### src/rtl/regfile_wb_pkg.sv
// Shared constants and helpers for the write-back register file with its
// pending-write scoreboard.
package regfile_wb_pkg;

    localparam int REG_ADDR_W = 5;
    localparam int REG_DATA_W = 32;
    localparam int REG_ZERO   = 0;

    // Per-register scoreboard action for one clock edge.
    typedef enum logic [1:0] {
        SB_HOLD  = 2'b00,
        SB_CLEAR = 2'b01,
        SB_SET   = 2'b10,
        SB_BOTH  = 2'b11
    } sb_op_e;

    // Next pending bit; a same-edge issue beats the write-back because the
    // newer producer is still outstanding.
    function automatic logic sb_next(input logic cur, input logic set, input logic clr);
        sb_op_e op;
        logic   nxt;
        op = sb_op_e'({set, clr});
        case (op)
            SB_HOLD:  nxt = cur;
            SB_CLEAR: nxt = 1'b0;
            SB_SET:   nxt = 1'b1;
            SB_BOTH:  nxt = 1'b1;
            default:  nxt = 1'b0;
        endcase
        return nxt;
    endfunction

endpackage

### src/rtl/regfile_wb_dest_decoder.sv
// One-hot decode of a destination register address; register 0 never selected.
module dest_decoder
    import regfile_wb_pkg::*;
#(
    parameter int ADDR_W = REG_ADDR_W
) (
    input  logic                   i_en,
    input  logic [ADDR_W-1:0]      i_addr,
    output logic [(2**ADDR_W)-1:0] o_onehot
);

    // Address-to-one-hot with enable, bit 0 forced low.
    always_comb begin
        o_onehot = {(2**ADDR_W){1'b0}};
        if (i_en) begin
            o_onehot[i_addr] = 1'b1;
        end else begin
            o_onehot = {(2**ADDR_W){1'b0}};
        end
        o_onehot[0] = 1'b0;
    end

endmodule

### src/rtl/regfile_wb.sv
// Register file with two combinational read ports, write-back bypass and a
// one-bit-per-register pending scoreboard driving a pipeline stall.
module regfile_wb
    import regfile_wb_pkg::*;
#(
    parameter int DATA_W = REG_DATA_W,
    parameter int ADDR_W = REG_ADDR_W
) (
    input  logic              in_clk,
    input  logic              in_rst_n,
    input  logic              in_wb_en,
    input  logic [ADDR_W-1:0] in_wb_addr,
    input  logic [DATA_W-1:0] in_wb_data,
    input  logic              in_issue_en,
    input  logic [ADDR_W-1:0] in_issue_addr,
    input  logic [ADDR_W-1:0] in_ra_addr,
    input  logic [ADDR_W-1:0] in_rb_addr,
    output logic [DATA_W-1:0] out_ra_data,
    output logic [DATA_W-1:0] out_rb_data,
    output logic              out_ra_busy,
    output logic              out_rb_busy,
    output logic              out_stall
);

    localparam int NREG = 2**ADDR_W;

    logic [DATA_W-1:0] r_regs [NREG];
    logic [NREG-1:0]   r_pend;
    logic [NREG-1:0]   w_wr_vec;
    logic [NREG-1:0]   w_issue_vec;

    logic [ADDR_W-1:0] w_rd_addr [2];
    logic [DATA_W-1:0] w_rd_data [2];
    logic              w_rd_busy [2];
    logic              w_rd_hit  [2];

    dest_decoder #(.ADDR_W(ADDR_W)) u_wb_dec (
        .i_en     (in_wb_en),
        .i_addr   (in_wb_addr),
        .o_onehot (w_wr_vec)
    );

    dest_decoder #(.ADDR_W(ADDR_W)) u_issue_dec (
        .i_en     (in_issue_en),
        .i_addr   (in_issue_addr),
        .o_onehot (w_issue_vec)
    );

    // Register storage; decoder never selects entry 0, so it stays zero.
    always_ff @(posedge in_clk or negedge in_rst_n) begin
        if (!in_rst_n) begin
            for (int i = 0; i < NREG; i++) begin
                r_regs[i] <= {DATA_W{1'b0}};
            end
        end else begin
            for (int i = 0; i < NREG; i++) begin
                if (w_wr_vec[i]) begin
                    r_regs[i] <= in_wb_data;
                end else begin
                    r_regs[i] <= r_regs[i];
                end
            end
        end
    end

    // Pending scoreboard, cleared by the same vector that writes the data.
    always_ff @(posedge in_clk or negedge in_rst_n) begin
        if (!in_rst_n) begin
            r_pend <= {NREG{1'b0}};
        end else begin
            for (int i = 0; i < NREG; i++) begin
                r_pend[i] <= sb_next(r_pend[i], w_issue_vec[i], w_wr_vec[i]);
            end
        end
    end

    assign w_rd_addr[0] = in_ra_addr;
    assign w_rd_addr[1] = in_rb_addr;

    // Read ports: zero register, same-cycle bypass, else stored value; all
    // gated off while reset is held so no write-back data leaks through.
    always_comb begin
        for (int p = 0; p < 2; p++) begin
            w_rd_hit[p]  = 1'b0;
            w_rd_data[p] = {DATA_W{1'b0}};
            w_rd_busy[p] = 1'b0;
            if (!in_rst_n) begin
                w_rd_hit[p] = 1'b0;
            end else if (w_rd_addr[p] == {ADDR_W{1'b0}}) begin
                w_rd_hit[p] = 1'b0;
            end else begin
                w_rd_hit[p] = in_wb_en && (in_wb_addr == w_rd_addr[p]);
                if (w_rd_hit[p]) begin
                    w_rd_data[p] = in_wb_data;
                    w_rd_busy[p] = 1'b0;
                end else begin
                    w_rd_data[p] = r_regs[w_rd_addr[p]];
                    w_rd_busy[p] = r_pend[w_rd_addr[p]];
                end
            end
        end
    end

    assign out_ra_data = w_rd_data[0];
    assign out_rb_data = w_rd_data[1];
    assign out_ra_busy = w_rd_busy[0];
    assign out_rb_busy = w_rd_busy[1];
    assign out_stall   = w_rd_busy[0] | w_rd_busy[1];

endmodule

### config.mk
export PLATFORM = sky130hd
export DESIGN_NAME = regfile_wb
export DESIGN_NICKNAME = d
export VERILOG_FILES = /design/src/rtl/regfile_wb_pkg.sv /design/src/rtl/regfile_wb_dest_decoder.sv /design/src/rtl/regfile_wb.sv
export SDC_FILE = /design/constraint.sdc
export NUM_CORES = 2
export LEC_CHECK = 0
export ABC_CLOCK_PERIOD_IN_PS = 7200
export BUFFER_PORTS_ARGS = -buffer_cell sky130_fd_sc_hd__clkbuf_2
export CORE_UTILIZATION = 60
export DETAILED_ROUTE_END_ITERATION = 6
export GPL_ROUTABILITY_DRIVEN = 0
export GPL_TIMING_DRIVEN = 0
export MAX_ROUTING_LAYER = met4
export PLACE_DENSITY = 0.77
export REMOVE_ABC_BUFFERS = 1
export SYNTH_ARGS = -nofsm -noshare
export SYNTH_HDL_FRONTEND = slang
export SYNTH_SLANG_ARGS = --single-unit
### constraint.sdc
create_clock -name in_clk -period 7.2 [get_ports in_clk]
set_input_delay 1.44 -clock in_clk [delete_from_list [all_inputs] [get_ports in_clk]]
set_output_delay 1.44 -clock in_clk [all_outputs]
set_load 0.01 [all_outputs]
* Word level (Yosys, flattened, before mapping) *
Cells that the tools add are included.

word-level totals
  register bits = 1,023
  input bits = 56
  latch bits = 0
  memories kept = 0
  output and inout bits = 67
  ROM bits = 0
  bits in writable memories = 0
  word-level logic and storage cells = 295

cells by class
  reductions and logical operators = 68
  shifts and indexed selects = 0
  $mul = 0
  muxes and demuxes = 59
  $lt $le $gt $ge = 8
  div/mod/pow operators = 0
  equal/unequal tests = 95
  bitwise logic cells = 3
  add/subtract/negate cells = 0

operator list
  operator                                              number
  2-to-1 mux 32 bit                                     12
  binary-select mux 32 bit (select 5 bit)               2
  equality test 2 bit (second input constant)           62
  equality test 2 x 1 -> 1 bit (second input constant)  31
  zero test 2 bit                                       31
  case mux 1 bit (2 select lines)                       31
  OR reduction 2 bit                                    31
  < comparator 5 x 6 -> 1 bit (second input constant)   4
  >= comparator 6 bit (second input constant)           2
  inverter 5 -> 6 bit                                   2
  binary-select mux 1 bit (select 5 bit)                2
  demux 1 bit (select 5 bit)                            2
  equality test 5 bit                                   2
  >= comparator 5 x 1 -> 1 bit (second input constant)  2
  zero test 5 bit                                       2
  2-to-1 mux 1 bit                                      10
  logical AND 1 bit                                     4
  OR 1 bit                                              1

* Depth between registers and ports, before layout *
  word-level depth = 8
  mapped depth = 11
  depth with buffers taken out = 6

* Cells and area by module *
Synthesis repeated with hierarchy kept, for this count alone.

second synthesis, totals
  cells, all modules = 4,088
  area total of the unflattened synthesis = 57,591.5 µm²

by module, submodules not included
  module        cells each  area an instance (µm²)  times used  sequential area each (µm²)
  regfile_wb    3,992       57,116.0                1           26,425.3
  dest_decoder  48          237.7                   2           0.0

* Least setup slack after synthesis *
Ideal clock, no wire load.

  path type = input to output
  start point = in in_rb_addr[0]
  end point = out out_rb_data[29]
  arrival time = 3.245 ns
  stages = 7
  buffers on the path = 3
  slack = 2.515 ns
  data required time = 5.760 ns
  cells stage by stage = buf_4 -> buf_6 -> buf_2 -> mux4_2 -> mux4_2 -> a32oi_1 -> a21oi_1

on the way
  longest elaborated chain between the ends = 7

RTL lines
  item                                                  RTL line          RTL
  from (decl)                                           regfile_wb.sv:17  input logic [ADDR_W-1:0] in_rb_addr,
  inverter 5 -> 6 bit (not written as such)             regfile_wb.sv:97  w_rd_data[p] = r_regs[w_rd_addr[p]];
  binary-select mux 32 bit (select 5 bit)               regfile_wb.sv:97
  2-to-1 mux 32 bit (not written as such) (2 in a row)  regfile_wb.sv:97
  2-to-1 mux 32 bit                                     regfile_wb.sv:93  if (w_rd_hit[p]) begin
  2-to-1 mux 32 bit (*)                                 regfile_wb.sv:89  end else if (w_rd_addr[p] == {ADDR_W{1'b0}}) begin
  2-to-1 mux 32 bit (*)                                 regfile_wb.sv:87  if (!in_rst_n) begin
  to (decl)                                             regfile_wb.sv:19  output logic [DATA_W-1:0] out_rb_data,

Mark *: on every way between the ends. The rest lies on a longest branch, timed or not. The select of a mux whose other input is x is not followed.

* Final worst setup path *
  start point = in in_rb_addr[1]
  end point = out out_rb_data[5]

The elaborated chain is that of the path after synthesis.

==> metrics <==
final hold vios 0; Synth async-reset ratio 100%; max-slew violations 4; Setup TNS Final 0 ns; Post-CTS Setup Bufs 0; Root Driver clkbuf_16; Max IR drop VDD 195 uV; RSZ-0062 raised after global routing no; initial DRC count 4855; Seq/Total Area, Yosys 45.7%; layout cells sized above 1 51.9%; Cells after Synth 3802; Vias/cell 7.43; H-Tree Depth 3; IO buf count 122; Fillers 6151; Top delay family on crit path buffers and inverters; Slowest cell on crit path nor2b_4; number of synthesized register bits 1023; status finished, violations left; Slew headroom -1.43%; vias in the first global route 38209; Antenna Nets Post-Route 0; Pleak 27.1 nW; top-area cell type share of the netlist area 45.7%; # DRC 0; Post-synth EDFFs 0; Setup CP Type input pin to output pin; Critical Path AT 5.62 ns; CP Launch Type input pin; Layout area overhead 11.5%; final net count 3770; synth warn 0; number of top-level pins 123; antenna violations before repair 5; hold-fix buffers at CTS 0; CP Capture Type output pin; Top FF cell, synth dfrtp_1; most frequent cells in the layout mux2_2, dfrtp_1, mux4_2; first-pass GRT wire length 260 mm; Routed WL per cell 34.9 um; clock latency on the worst-skew pair 0.69 ns; clk sink count 1023; CP max FO 88; Clock Path Buffers 3; cell count after placement 4846; DR pass1 iterations 6; final worst-path cycle share 98.1%; critical path required time 5.76 ns; Syn Area/Cell 14.7 um2; commonest non-fill, non-tap cell in the layout mux2_2; GRT overflow 0; Bufs and invs on worst path 5; top cells by area, synth dfrtp_1, mux2_2, mux4_2; Num CTS Buffers 109; GRT Util Overall 39.0%; largest net degree at the start of global routing 115; clock skew 0 ns; P per Cell Area 281 nW/um2; Final Non-Filler Cells 5055; Synth area leader dfrtp_1; Die W 308 um; hold_ws 0.524 ns; row count 111; max cap viols 1; Synth cell types 62; multi-input logic area 28700 um2; post-route core utilization 67.8%; failing checks capacitance limit, slew limit; Vias 37540; Reg area 25600 um2; TritonCTS clock tree done; worst path cell trace clkbuf_8, buf_16, buf_16, nor2b_4, buf_12, a221oi_1, a2111oi_0, a21oi_1, a21oi_1, clkbuf_2; min Tclk post-route 7.06 ns; Core Footprint 92100 um2; HPWL after detailed placement 102 mm; Worst Max-Slew Pin Slew 1.51 ns; Die Height 308 um; Initial Utilization 60.8%; Post-Route WL 177 mm; Post-Syn Area 56000 um2; fmax 0.142 GHz; Reg2Reg Setup Slack 6.38 ns; Hold Path Class register to register; Setup violations, final 0; die area 94600 um2; CP max stage delay 0.87 ns; clock transition at the registers of the reported paths 0.06 ns
==> layout make-up <==
type	instances	share of cell area (%)
multi-input combinational	2370	45.9
sequential	1023	41.0
antenna	9	0.0361
tap	1243	2.49
clock buffer	147	5.00
inverter	5	0.0361
clock inverter	53	1.31
timing repair buffer	205	4.22
==> logic make-up (layout without fill, tap and decap cells) <==
group | after synthesis | in the layout | share of synthesized area (%)
xor gates and xnor gates | 10 | 10 | 0.156
buffers and inverters | 409 | 410 | 3.60
and+or+nand+nor | 258 | 258 | 2.24
other | 0 | 9 | 0
DFF | 1023 | 1023 | 45.7
AOI/OAI and AO/OA | 399 | 399 | 4.97
muxes | 1703 | 1703 | 43.3
==> final timing paths <==
path,start,end,depth (start not counted)
worst max-delay path,in_rb_addr[1],out_rb_data[5],10
worst min-delay path,r_regs[753],r_regs[753],1
worst max register to register,r_regs[620],r_regs[620],1
worst min register to register,r_regs[753],r_regs[753],1
max in group asynchronous,in_rst_n,r_regs[274],4
min in group asynchronous,in_rst_n,r_regs[541],1
==> report_power, final <==
| part | leakage, nW | internal, mW | switching (mW) | total (mW) |
|---|---|---|---|---|
| logic | 12.1 | 2.17 | 1.43 | 3.60 |
| clock network | 1.94 | 3.78 | 2.44 | 6.22 |
| registers | 13.1 | 6.89 | 0.847 | 7.73 |
==> per-stage QoR <==
step | instance area [um2] | setup slack [ns] | total power, mW
6_report | 62500 | 0.137 | 17.5
5_1_grt | 62500 | 0.134 | 18.2
4_1_cts | 62400 | 0.0271 | 17.5
3_5_place_dp | 58500 | -0.444 | 11.3
3_3_place_gp | 56200 | -23.87 | 11.3
2_1_floorplan | 54000 | 2.04 | 10.0
==> cells in the mapped netlist, types with 28 or more instances <==
| library cell | instances |
|---|---|
| mux2_2 | 1096 |
| dfrtp_1 | 1023 |
| mux4_2 | 426 |
| clkbuf_1 | 183 |
| mux2i_1 | 150 |
| buf_2 | 105 |
| o21ai_0 | 105 |
| nand2_1 | 96 |
| buf_1 | 55 |
| nor2_1 | 48 |
| a221oi_1 | 43 |
| buf_4 | 42 |
| a22o_1 | 41 |
| a21oi_1 | 40 |
| mux4_1 | 31 |
| o22ai_1 | 28 |
==> flip-flops by register name (all words and copies together), names as in the netlist <==
signal and cells:
r_regs 992, r_pend 31
==> routing by layer <==
| layer | vias to the layer above | part of all wire (%) | global-route usage, % |
|---|---|---|---|
| met2 | 2378 | 45 | 55.6 |
| met4 | 0 | 5.1 | 17.0 |
| li1 | 14644 | - | - |
| met3 | 559 | 11 | 9.82 |
| met1 | 19959 | 39 | 53.5 |
| met5 | - | 0 | - |
==> repair_timing <==
item | in CTS | in global routing
setup endpoints to repair | 7 | 7
resized for setup | 2 | 2
hold endpoints to repair | 0 | 0
Note: power is estimated with default switching activity, not from simulation.
